--- src/rtl/arm_bus_pkg.sv ---
// Shared types and constants for the asynchronous register bus initiator.
//   state_t       : master FSM states
//   ADDR_W/DATA_W : bus address/data widths
//   BE_W          : byte-enable lanes
//   STROBE_OFF    : idle level of the active-low read/write strobes
//   BE_N_OFF      : idle level of the active-low byte enables
//   DEF_*         : default bus timing in clk_sys cycles
package arm_bus_pkg;

   typedef enum logic [1:0] {
      S_IDLE   = 2'd0,
      S_SETUP  = 2'd1,
      S_STROBE = 2'd2,
      S_HOLD   = 2'd3
   } state_t;

   localparam int ADDR_W = 24;
   localparam int DATA_W = 32;
   localparam int BE_W   = 4;

   localparam logic            STROBE_OFF = 1'b1;
   localparam logic [BE_W-1:0] BE_N_OFF   = '1;

   localparam int DEF_SETUP_CYC     = 2;
   localparam int DEF_STROBE_CYC    = 4;
   localparam int DEF_HOLD_CYC      = 2;
   localparam int DEF_DTACK_TIMEOUT = 64;

   function automatic int max3(input int a, input int b, input int c);
      int m;
      m = (a > b) ? a : b;
      return (m > c) ? m : c;
   endfunction

endpackage

--- src/rtl/dtack_sync.sv ---
// Two-flop synchronizer for the asynchronous active-low DTACK from a responder.
//   clk    : system clock
//   rst    : asynchronous reset, active-high (flops reset to the deasserted level)
//   d_n    : raw bus_dtack_n from the pad
//   q_n    : synchronized dtack, active-low
module dtack_sync (
   input  logic clk,
   input  logic rst,
   input  logic d_n,
   output logic q_n
);

   logic meta_q;
   logic sync_q;

   always_ff @(posedge clk or posedge rst) begin
      if (rst) begin
         meta_q <= 1'b1;
         sync_q <= 1'b1;
      end else begin
         meta_q <= d_n;
         sync_q <= meta_q;
      end
   end

   assign q_n = sync_q;

endmodule

--- src/rtl/arm_bus_master.sv ---
// Initiator for the CPLD/EIM-style asynchronous register bus. Turns a
// single-cycle req into one timed read or write: SETUP_CYC cycles of address
// setup, STROBE_CYC cycles of strobe, HOLD_CYC cycles of hold, then a done pulse.
//   req/we/addr/wdata/be : user request, captured in IDLE
//   busy/done/rdata/err  : status; rdata valid from done, err qualified by done
//   bus_*                : registered pad-side signals (AS high, RS/WS/BE low)
//   bus_din/bus_dtack_n  : pad inputs
// Optional build macro ARM_MASTER_DTACK_EN: strobe is extended until a
// synchronized DTACK arrives, bounded by DTACK_TIMEOUT strobe cycles (err=1).
//
// state    | meaning
// S_IDLE   | bus released, waiting for req
// S_SETUP  | AS/address/BE (and write data) valid, strobes high
// S_STROBE | RS_B or WS_B low
// S_HOLD   | strobes high, address/BE/data still driven
module arm_bus_master
   import arm_bus_pkg::*;
#(
   parameter int SETUP_CYC     = DEF_SETUP_CYC,
   parameter int STROBE_CYC    = DEF_STROBE_CYC,
   parameter int HOLD_CYC      = DEF_HOLD_CYC,
   parameter int DTACK_TIMEOUT = DEF_DTACK_TIMEOUT
) (
   input  logic              clk,
   input  logic              rst,
   input  logic              req,
   input  logic              we,
   input  logic [ADDR_W-1:0] addr,
   input  logic [DATA_W-1:0] wdata,
   input  logic [BE_W-1:0]   be,
   output logic              busy,
   output logic              done,
   output logic [DATA_W-1:0] rdata,
   output logic              err,
   output logic [ADDR_W-1:0] bus_a,
   output logic [BE_W-1:0]   bus_be_n,
   output logic              bus_as,
   output logic              bus_rs_n,
   output logic              bus_ws_n,
   output logic [DATA_W-1:0] bus_dout,
   output logic              bus_doe,
   input  logic [DATA_W-1:0] bus_din,
   input  logic              bus_dtack_n
);

   localparam int CNT_MAX = max3(SETUP_CYC, STROBE_CYC, HOLD_CYC);
   localparam int CW      = (CNT_MAX > 1) ? $clog2(CNT_MAX) : 1;

   state_t            state_q, state_d;
   logic [CW-1:0]     cnt_q, cnt_d, cnt_dec;
   logic              we_q, we_d;
   logic              busy_q, busy_d;
   logic              done_q, done_d;
   logic [DATA_W-1:0] rdata_q, rdata_d;
   logic              err_q, err_d;
   logic [ADDR_W-1:0] bus_a_q, bus_a_d;
   logic [BE_W-1:0]   bus_be_n_q, bus_be_n_d;
   logic              bus_as_q, bus_as_d;
   logic              bus_rs_n_q, bus_rs_n_d;
   logic              bus_ws_n_q, bus_ws_n_d;
   logic [DATA_W-1:0] bus_dout_q, bus_dout_d;
   logic              bus_doe_q, bus_doe_d;
   logic              strobe_exit;

`ifdef ARM_MASTER_DTACK_EN
   localparam int TW = (DTACK_TIMEOUT > 1) ? $clog2(DTACK_TIMEOUT) : 1;

   logic          dtack_s_n;
   logic [TW-1:0] tmo_q, tmo_d;
   logic          to_q, to_d;

   dtack_sync u_dtack_sync (
      .clk (clk),
      .rst (rst),
      .d_n (bus_dtack_n),
      .q_n (dtack_s_n)
   );

   // Minimum strobe width first, then wait for DTACK or the timeout.
   assign strobe_exit = (cnt_q == '0) && (!dtack_s_n || (tmo_q == '0));

   // Timeout budget is reloaded while in SETUP so it is full on strobe entry.
   always_comb begin
      tmo_d = tmo_q;
      to_d  = to_q;
      if (state_q == S_IDLE) begin
         to_d = 1'b0;
      end else if (state_q == S_SETUP) begin
         tmo_d = TW'(DTACK_TIMEOUT - 1);
      end else if (state_q == S_STROBE) begin
         if (tmo_q != '0) tmo_d = tmo_q - TW'(1);
         if (strobe_exit && dtack_s_n) to_d = 1'b1;
      end
   end

   always_ff @(posedge clk or posedge rst) begin
      if (rst) begin
         tmo_q <= '0;
         to_q  <= 1'b0;
      end else begin
         tmo_q <= tmo_d;
         to_q  <= to_d;
      end
   end
`else
   logic unused_dtack;
   assign unused_dtack = bus_dtack_n & (DTACK_TIMEOUT != 0);
   assign strobe_exit  = (cnt_q == '0);
`endif

   assign cnt_dec = (cnt_q != '0) ? cnt_q - CW'(1) : '0;

   always_comb begin
      state_d    = state_q;
      cnt_d      = cnt_q;
      we_d       = we_q;
      busy_d     = busy_q;
      done_d     = 1'b0;
      rdata_d    = rdata_q;
      err_d      = err_q;
      bus_a_d    = bus_a_q;
      bus_be_n_d = bus_be_n_q;
      bus_as_d   = bus_as_q;
      bus_rs_n_d = bus_rs_n_q;
      bus_ws_n_d = bus_ws_n_q;
      bus_dout_d = bus_dout_q;
      bus_doe_d  = bus_doe_q;
      case (state_q)
         S_IDLE: begin
            if (req) begin
               state_d    = S_SETUP;
               cnt_d      = CW'(SETUP_CYC - 1);
               we_d       = we;
               busy_d     = 1'b1;
               err_d      = 1'b0;
               bus_a_d    = addr;
               bus_be_n_d = ~be;
               bus_as_d   = 1'b1;
               if (we) begin
                  bus_dout_d = wdata;
                  bus_doe_d  = 1'b1;
               end
            end
         end
         S_SETUP: begin
            cnt_d = cnt_dec;
            if (cnt_q == '0) begin
               state_d    = S_STROBE;
               cnt_d      = CW'(STROBE_CYC - 1);
               bus_rs_n_d = we_q ? STROBE_OFF : ~STROBE_OFF;
               bus_ws_n_d = we_q ? ~STROBE_OFF : STROBE_OFF;
            end
         end
         S_STROBE: begin
            cnt_d = cnt_dec;
            if (strobe_exit) begin
               state_d    = S_HOLD;
               cnt_d      = CW'(HOLD_CYC - 1);
               bus_rs_n_d = STROBE_OFF;
               bus_ws_n_d = STROBE_OFF;
               if (!we_q) rdata_d = bus_din;
            end
         end
         S_HOLD: begin
            cnt_d = cnt_dec;
            if (cnt_q == '0) begin
               state_d    = S_IDLE;
               busy_d     = 1'b0;
               done_d     = 1'b1;
               bus_as_d   = 1'b0;
               bus_doe_d  = 1'b0;
               bus_be_n_d = BE_N_OFF;
`ifdef ARM_MASTER_DTACK_EN
               err_d      = to_q;
`endif
            end
         end
         default: state_d = S_IDLE;
      endcase
   end

   always_ff @(posedge clk or posedge rst) begin
      if (rst) begin
         state_q    <= S_IDLE;
         cnt_q      <= '0;
         we_q       <= 1'b0;
         busy_q     <= 1'b0;
         done_q     <= 1'b0;
         rdata_q    <= '0;
         err_q      <= 1'b0;
         bus_a_q    <= '0;
         bus_be_n_q <= BE_N_OFF;
         bus_as_q   <= 1'b0;
         bus_rs_n_q <= STROBE_OFF;
         bus_ws_n_q <= STROBE_OFF;
         bus_dout_q <= '0;
         bus_doe_q  <= 1'b0;
      end else begin
         state_q    <= state_d;
         cnt_q      <= cnt_d;
         we_q       <= we_d;
         busy_q     <= busy_d;
         done_q     <= done_d;
         rdata_q    <= rdata_d;
         err_q      <= err_d;
         bus_a_q    <= bus_a_d;
         bus_be_n_q <= bus_be_n_d;
         bus_as_q   <= bus_as_d;
         bus_rs_n_q <= bus_rs_n_d;
         bus_ws_n_q <= bus_ws_n_d;
         bus_dout_q <= bus_dout_d;
         bus_doe_q  <= bus_doe_d;
      end
   end

   assign busy     = busy_q;
   assign done     = done_q;
   assign rdata    = rdata_q;
   assign err      = err_q;
   assign bus_a    = bus_a_q;
   assign bus_be_n = bus_be_n_q;
   assign bus_as   = bus_as_q;
   assign bus_rs_n = bus_rs_n_q;
   assign bus_ws_n = bus_ws_n_q;
   assign bus_dout = bus_dout_q;
   assign bus_doe  = bus_doe_q;

endmodule

--- config.mk ---
export PLATFORM = sky130hd
export DESIGN_NAME = arm_bus_master
export DESIGN_NICKNAME = d
export VERILOG_FILES = /design/src/rtl/arm_bus_pkg.sv /design/src/rtl/dtack_sync.sv /design/src/rtl/arm_bus_master.sv
export SDC_FILE = /design/constraint.sdc
export NUM_CORES = 1
export LEC_CHECK = 0
export ABC_CLOCK_PERIOD_IN_PS = 3750
export CORE_MARGIN = 1
export CORE_UTILIZATION = 40
export CTS_CLUSTER_DIAMETER = 150
export CTS_CLUSTER_SIZE = 12
export DETAILED_ROUTE_END_ITERATION = 8
export PLACE_DENSITY_LB_ADDON = 0.15
export SKIP_CTS_REPAIR_TIMING = 1
export SLEW_MARGIN = 10
export SYNTH_ARGS = -nofsm -noshare
export SYNTH_HDL_FRONTEND = slang
export SYNTH_SLANG_ARGS = --single-unit
export TNS_END_PERCENT = 30
--- constraint.sdc ---
create_clock -name clk -period 3.75 [get_ports clk]
set_clock_uncertainty 0.15 [all_clocks]
set_input_delay 0.75 -clock clk [delete_from_list [all_inputs] [get_ports clk]]
set_output_delay 0.75 -clock clk [all_outputs]
set_load 0.01 [all_outputs]
### Yosys cells after proc, flatten, opt, wreduce, memory -nomap -nowiden

Cells that the tools add are included.
W data, S select, Z words.

* word-level logic and storage cells: 62
* output and inout bits: 99
* input port bits: 97
* register bits after elaboration: 102

* mux-type cells: 27
* add/sub/neg operators: 1
* bitwise operators: 2
* equal/unequal tests: 8
* reductions and logical operators: 12

Operators with widths (count)
* $pmux W2 S4: 2
* $mux W2: 7
* $reduce_and A3 Y1: 4
* $mux W1: 11
* $ne A2 B2 Y1 const B: 5
* $mux W4: 2
* $pmux W1 S2: 4
* $pmux W4 S2: 1
* $reduce_and A4 Y1: 2
* $reduce_bool A2 Y1: 3
* $eq A2 B2 Y1 const B: 2
* $logic_not A2 Y1: 2
* $not A4 Y4: 1
* $eq A2 B1 Y1 const B: 1
* $reduce_and A2 Y1: 1
* $sub A2 B1 Y2 const B: 1
* $not A1 Y1: 1

### Longest topological paths before layout

Gate-level depths: netlist (run 1).

* depth in word-level cells: 4
* mapped depth: 7
* depth with buffers taken out: 5

### Worst setup path after synthesis (run 1)

Ideal clock, no wire load.

* path kind: in2reg
* start: input req
* end: register state_q[1]
* path buffers: 1
* arrival time: 1.479 ns
* stages on the path: 3
* data required time: 3.475 ns
* setup time: 0.125 ns
* slack: 1.996 ns
* cells stage by stage: buf_2 > o22ai_1 > mux2_2

* cells in the longest elaborated chain, start to end: 2

RTL lines
* from (decl): line arm_bus_master.sv:26 `input logic req,`
* $ne A2 B2 Y1 (no line)
* $reduce_and A4 Y1 (no line)
* to (signal assigned): line arm_bus_master.sv:199 `state_q <= state_d;`
* to (decl): line arm_bus_master.sv:49 `state_t state_q, state_d;`

No other way between the ends.
A chain may end at the register's enable or synchronous reset.

### Worst setup path in the final report (run 1)

* start: input req
* end: register bus_dout_q[14] (netlist: bus_dout[14])

* cells in the longest elaborated chain, start to end: 1

RTL lines
* $reduce_and A3 Y1 (no line)
* to (signal assigned): line arm_bus_master.sv:211 `bus_dout_q <= bus_dout_d;`
* to (decl): line arm_bus_master.sv:61 `logic [DATA_W-1:0] bus_dout_q, bus_dout_d;`

No other way between the ends.

==> results of run 1 <==
## sequential cells by signal, summed over array words and instances, names as in the netlist
signal	flops
we_q	1
rdata	32
bus_a	24
cnt_q	2
bus_rs_n	1
done	1
bus_dout	32
bus_doe	1
bus_be_n	4
bus_ws_n	1
bus_as	1
state_q	2
## kinds of logic after synthesis
logic type,Yosys count,synth area share
other,1,0.000888
buffers and inverters,22,0.0373
and+or+nand+nor,19,0.0243
DFF,102,0.606
adders and majority gates,8,0.0237
AOI/OAI and AO/OA,25,0.0385
muxes,91,0.269
## routing by layer
| layer | part of all wire | track usage |
|---|---|---|
| met4 | 0.012 | 0.0634 |
| met1 | 0.44 | 0.232 |
| met2 | 0.46 | 0.267 |
| met5 | 0 | 0 |
| met3 | 0.086 | 0.0580 |
## power breakdown
group | total [mW] | internal, mW | switching [mW]
registers | 1.98 | 1.68 | 0.297
logic | 2.68 | 1.71 | 0.978
clock network | 0.735 | 0.377 | 0.358
total | 5.40 | 3.76 | 1.63
## final cells by class
| type | count | area [um^2] |
|---|---|---|
| clock buffers | 12 | 135 |
| clock inverters | 4 | 75.1 |
| fillers | 831 | 3840 |
| inverters | 9 | 36.3 |
| multi-input cells | 144 | 1500 |
| flip-flops and latches | 102 | 2560 |
| well taps | 136 | 170 |
| repair buffers | 195 | 1960 |
## synthesized netlist by cell type, drive strengths merged (2+ instances only)
cell   number
o22ai       3
a31oi       2
nor2b       2
nor3        2
a21oi       5
dfrtp      96
mux2i       2
dfstp       6
inv         9
ha          8
nor2        6
buf        13
o21ai       6
mux2       89
nand2       8
o22a        5
## through the flow
step	setup WS [ns]	power [mW]	instance area (um^2)
5_1_grt	0.807	5.73	6440
3_5_place_dp	0.565	4.69	6230
6_report	0.977	5.40	6440
4_1_cts	0.954	5.46	6440
2_1_floorplan	0.184	3.36	4220
3_3_place_gp	0.615	4.62	6230
## worst min-delay path by stage
stage	startpoint	to
floorplan	bus_be_n[2]	bus_be_n[2]
CTS	bus_dout[23]	bus_dout[23]
detailed placement	rdata[8]	rdata[8]
finish	bus_a[21]	bus_a[21]
global route	bus_a[21]	bus_a[21]
global placement	bus_a[21]	bus_a[21]
## layout by cell type (no fill, tap or decap), drive strengths merged, types with 3 or more instances in the layout
cell           netlist  final
clkdlybuf4s50        0    193
dfrtp               96     96
mux2                89     89
clkbuf               0     12
inv                  9      9
ha                   8      8
nand2                8      8
nor2                 6      6
o21ai                6      6
dfstp                6      6
a21oi                5      5
o22a                 5      5
o22ai                3      3
## critical path, stage by stage
cell and delay (ns):
clkdlybuf4s50_1 0.78, nand3_2 0.75, mux2_2 0.55
==> results_dict.tcl, run 1 <==
set metrics [dict create \
    slew_headroom 0.451 \
    clk_pin_slew_ns 0.09 \
    slew_viol_final 0 \
    fin_cells 602 \
    setup_viol_count_final 0 \
    wl_mm 9.19 \
    timing.fmax_mhz 361 \
    setup_tns_ns 0 \
    insertedDiodeCount 0 \
    worst_hold_path_type "reg -> reg" \
    avgSynthCellArea_um2 15.8 \
    synth_top_cell_area_share 0.569 \
    min_period_ns 2.77 \
    portBuffers 193 \
    ys_seq_area_frac 0.606 \
    grt_use_total 0.175 \
    synth_edf_count 0 \
    drc 0 \
    hold_slack_ns 0.359 \
    cts.sinks 102 \
    synthArstFlopShare 1.00 \
    cp.required_ns 3.83 \
    end_kind "flip-flop" \
    synth-main-ff-cell "dfrtp_1" \
    synthesis.nets 373 \
    grt_max_degree 42 \
    tightest_slew_ns 0.823 \
    synth_area_mm2 0.00422 \
    maxCapViolCount 0 \
    powerDensity_mw_per_mm2 838 \
    cts_made_buffers 9 \
    synth_area_leaders "dfrtp_1 (57%), mux2_2 (16%), mux2_4 (11%)" \
    drtIter0Drc 99 \
    place_congestion 0.699 \
    synth_cell_types 30 \
    worstSetupPathType "in -> reg" \
    start_util 0.411 \
    fin_util 0.627 \
    htree_levels 3 \
    rows 37 \
    clockRootBuffer "clkbuf_8" \
    die-area_mm2 0.0110 \
    grt_overflow 0 \
    cp-startpoint "req" \
    ys_seq_elements 102 \
    timing.rr.end "bus_dout[14]" \
    die_y_um 105 \
    cts_buffer_depth 2 \
    leakagePower_nw 2.82 \
    first_pass_iters 4 \
    grt_pass1_vias 2984 \
    antenna_found_initial 0 \
    worstSetupStartpointType "primary input" \
    finalHoldViolCount 0 \
    outcome "complete, no violations" \
    finalNetCount 566 \
    dp_hpwl_mm 6.57 \
    endpoint "bus_dout[14]" \
    r2r_slack_ns 1.31 \
    rsz0062_at_grt "false" \
    grt_pass1_wl_mm 15.0 \
    peakVddDrop_v 0.000343 \
    path_max_fanout 33 \
    num_vias 2885 \
    ioPinCount 196 \
    holdPathStages 1 \
    rr_startpoint "state_q[0]" \
    final.period_utilization 0.739 \
    area_growth_pct 52.5 \
    core_area_mm2 0.0103 \
    worstPathArrival_ns 2.85 \
    via_per_inst 4.79 \
    cts_tree "done" \
    ant_nets 0 \
    drive_gt1_frac 0.249 \
    clkLatencyLatePin_ns 0.35 \
    yosysTopAreaCell "dfrtp_1" \
    die_x_um 105 \
    post-place-cells 586 \
    r2r_cells 4 \
    wl_per_cell_um 15.3 \
    yosysWarnings 0 \
    synth_cells 268 \
]
Power figures use the tool's default switching activity.
==> run 2, diff against run 1 <==
ABC_CLOCK_PERIOD_IN_PS = 2500   (was 3750)
CORE_UTILIZATION = 37   (was 40)
clock period = 2.5 ns   (was 3.75 ns; I/O delays follow)
==> results_dict.tcl, run 2 (synthesis gave the netlist of run 1 again) <==
set metrics [dict create \
    cts_made_buffers 9 \
    worstPathArrival_ns 2.19 \
    cts_buffer_depth 2 \
    powerDensity_mw_per_mm2 1270 \
    path_max_fanout 32 \
    grt_max_degree 103 \
    min_period_ns 2.13 \
    via_per_inst 4.67 \
    regArea_mm2 0.00256 \
    outcome "complete, no violations" \
    leakagePower_nw 2.87 \
    wl_per_cell_um 15.3 \
    area_growth_pct 54.9 \
    finalNetCount 569 \
    antenna_found_initial 0 \
    clk_pin_slew_ns 0.06 \
    peakVddDrop_v 0.000637 \
    grt_use_total 0.159 \
    slew_viol_final 0 \
    maxCapViolCount 0 \
    ioPinCount 196 \
    hold_slack_ns 0.352 \
    cts.sinks 102 \
    cts_tree "done" \
    grt_pass1_wl_mm 14.2 \
    max_stage_delay_ns 0.43 \
    core_area_mm2 0.0110 \
    r2r_slack_ns 0.37 \
    fill_cells 917 \
    critPathBufInv 1 \
    clockRootBuffer "clkbuf_16" \
    fin_util 0.595 \
    drc 0 \
    num_vias 2837 \
    end_kind "flip-flop" \
    die_y_um 109 \
    slew_headroom 0.594 \
    start_util 0.384 \
    finalHoldViolCount 0 \
    rows 38 \
    cpMaxStageDelayCell "mux2_4" \
    crit_chain "inv_1, ha_1, nor2b_4, nand2_4, mux2_4" \
    wl_mm 9.30 \
    setup_viol_count_final 0 \
    placed_cell_area_mm2 0.00627 \
    grt_pass1_vias 2893 \
    stdcell_area_mm2 0.00654 \
    cp.required_ns 2.57 \
    mostFrequentLayoutCell "clkdlybuf4s50_1" \
    die-area_mm2 0.0118 \
    cp_top_family "simple AND/OR/NAND/NOR gates" \
    tightest_slew_ns 0.609 \
    worstSetupPathType "reg -> reg" \
    dp_hpwl_mm 6.76 \
    worst_hold_path_type "reg -> reg" \
    drtIter0Drc 62 \
    multiInputGateArea_mm2 0.00150 \
    first_pass_iters 5 \
    portBuffers 193 \
    final_cell_mix "clkdlybuf4s50_1 (193), dfrtp_1 (96), mux2_2 (59)" \
    final.period_utilization 0.851 \
    die_x_um 109 \
    setup_tns_ns 0 \
    timing.fmax_mhz 470 \
    worstSetupStartpointType "flip-flop" \
    grt_overflow 0 \
    ant_nets 0 \
    drive_gt1_frac 0.252 \
    htree_levels 3 \
    rsz0062_at_grt "false" \
    clkLatencyLatePin_ns 0.33 \
    place_congestion 0.697 \
    insertedDiodeCount 0 \
]
## run 2: cell count changes in the layout (fill, tap and decap cells not counted), moves of 2 or more
cell / change
clkbuf_16: +9
clkbuf_8: -7
buf_4: +2
bufinv_16: -2
## run 2: report_power, final
| part | switching, mW | total, mW | internal (mW) |
|---|---|---|---|
| Combinational | 1.47 | 4.05 | 2.58 |
| Clock | 0.546 | 1.27 | 0.723 |
| Sequential | 0.440 | 2.97 | 2.53 |
| Total | 2.46 | 8.28 | 5.83 |
## run 2: layer usage
layer  wire length (um)  vias to the layer above  GRT usage  part of all wire
met3               1120                       12     0.0723              0.12
met2               4030                      143      0.231              0.43
li1                   -                     1326          -                 -
met1               3960                     1356      0.201              0.43
met5                  0                        -          0                 0
met4                176                        0     0.0743             0.019
## run 2: final timing paths
kind	endpoint	start	cells after the start
min	bus_dout[1]	bus_dout[1]	1
max in group asynchronous	bus_be_n[2]	rst	3
min in group asynchronous	rdata[26]	rst	3
max reg2reg	rdata[27]	cnt_q[0]	5
min reg2reg	bus_dout[1]	bus_dout[1]	1
max	rdata[27]	cnt_q[0]	5
## run 2: area by class of cell
| class | instances | area share |
|---|---|---|
| Multi-Input combinational cell | 144 | 0.230 |
| Clock buffer | 14 | 0.0404 |
| Timing Repair Buffer | 198 | 0.305 |
| Tap cell | 140 | 0.0268 |
| Sequential cell | 102 | 0.391 |
| Inverter | 9 | 0.00574 |
| Clock inverter | 1 | 0.000765 |
## run 2: through the flow
step	power [mW]	setup WS, ns	std cells
2_1_floorplan	5.05	0.637	268
3_3_place_gp	6.98	0.311	593
3_5_place_dp	7.07	0.306	593
4_1_cts	8.40	0.346	608
5_1_grt	8.81	0.267	608
6_report	8.28	0.372	608
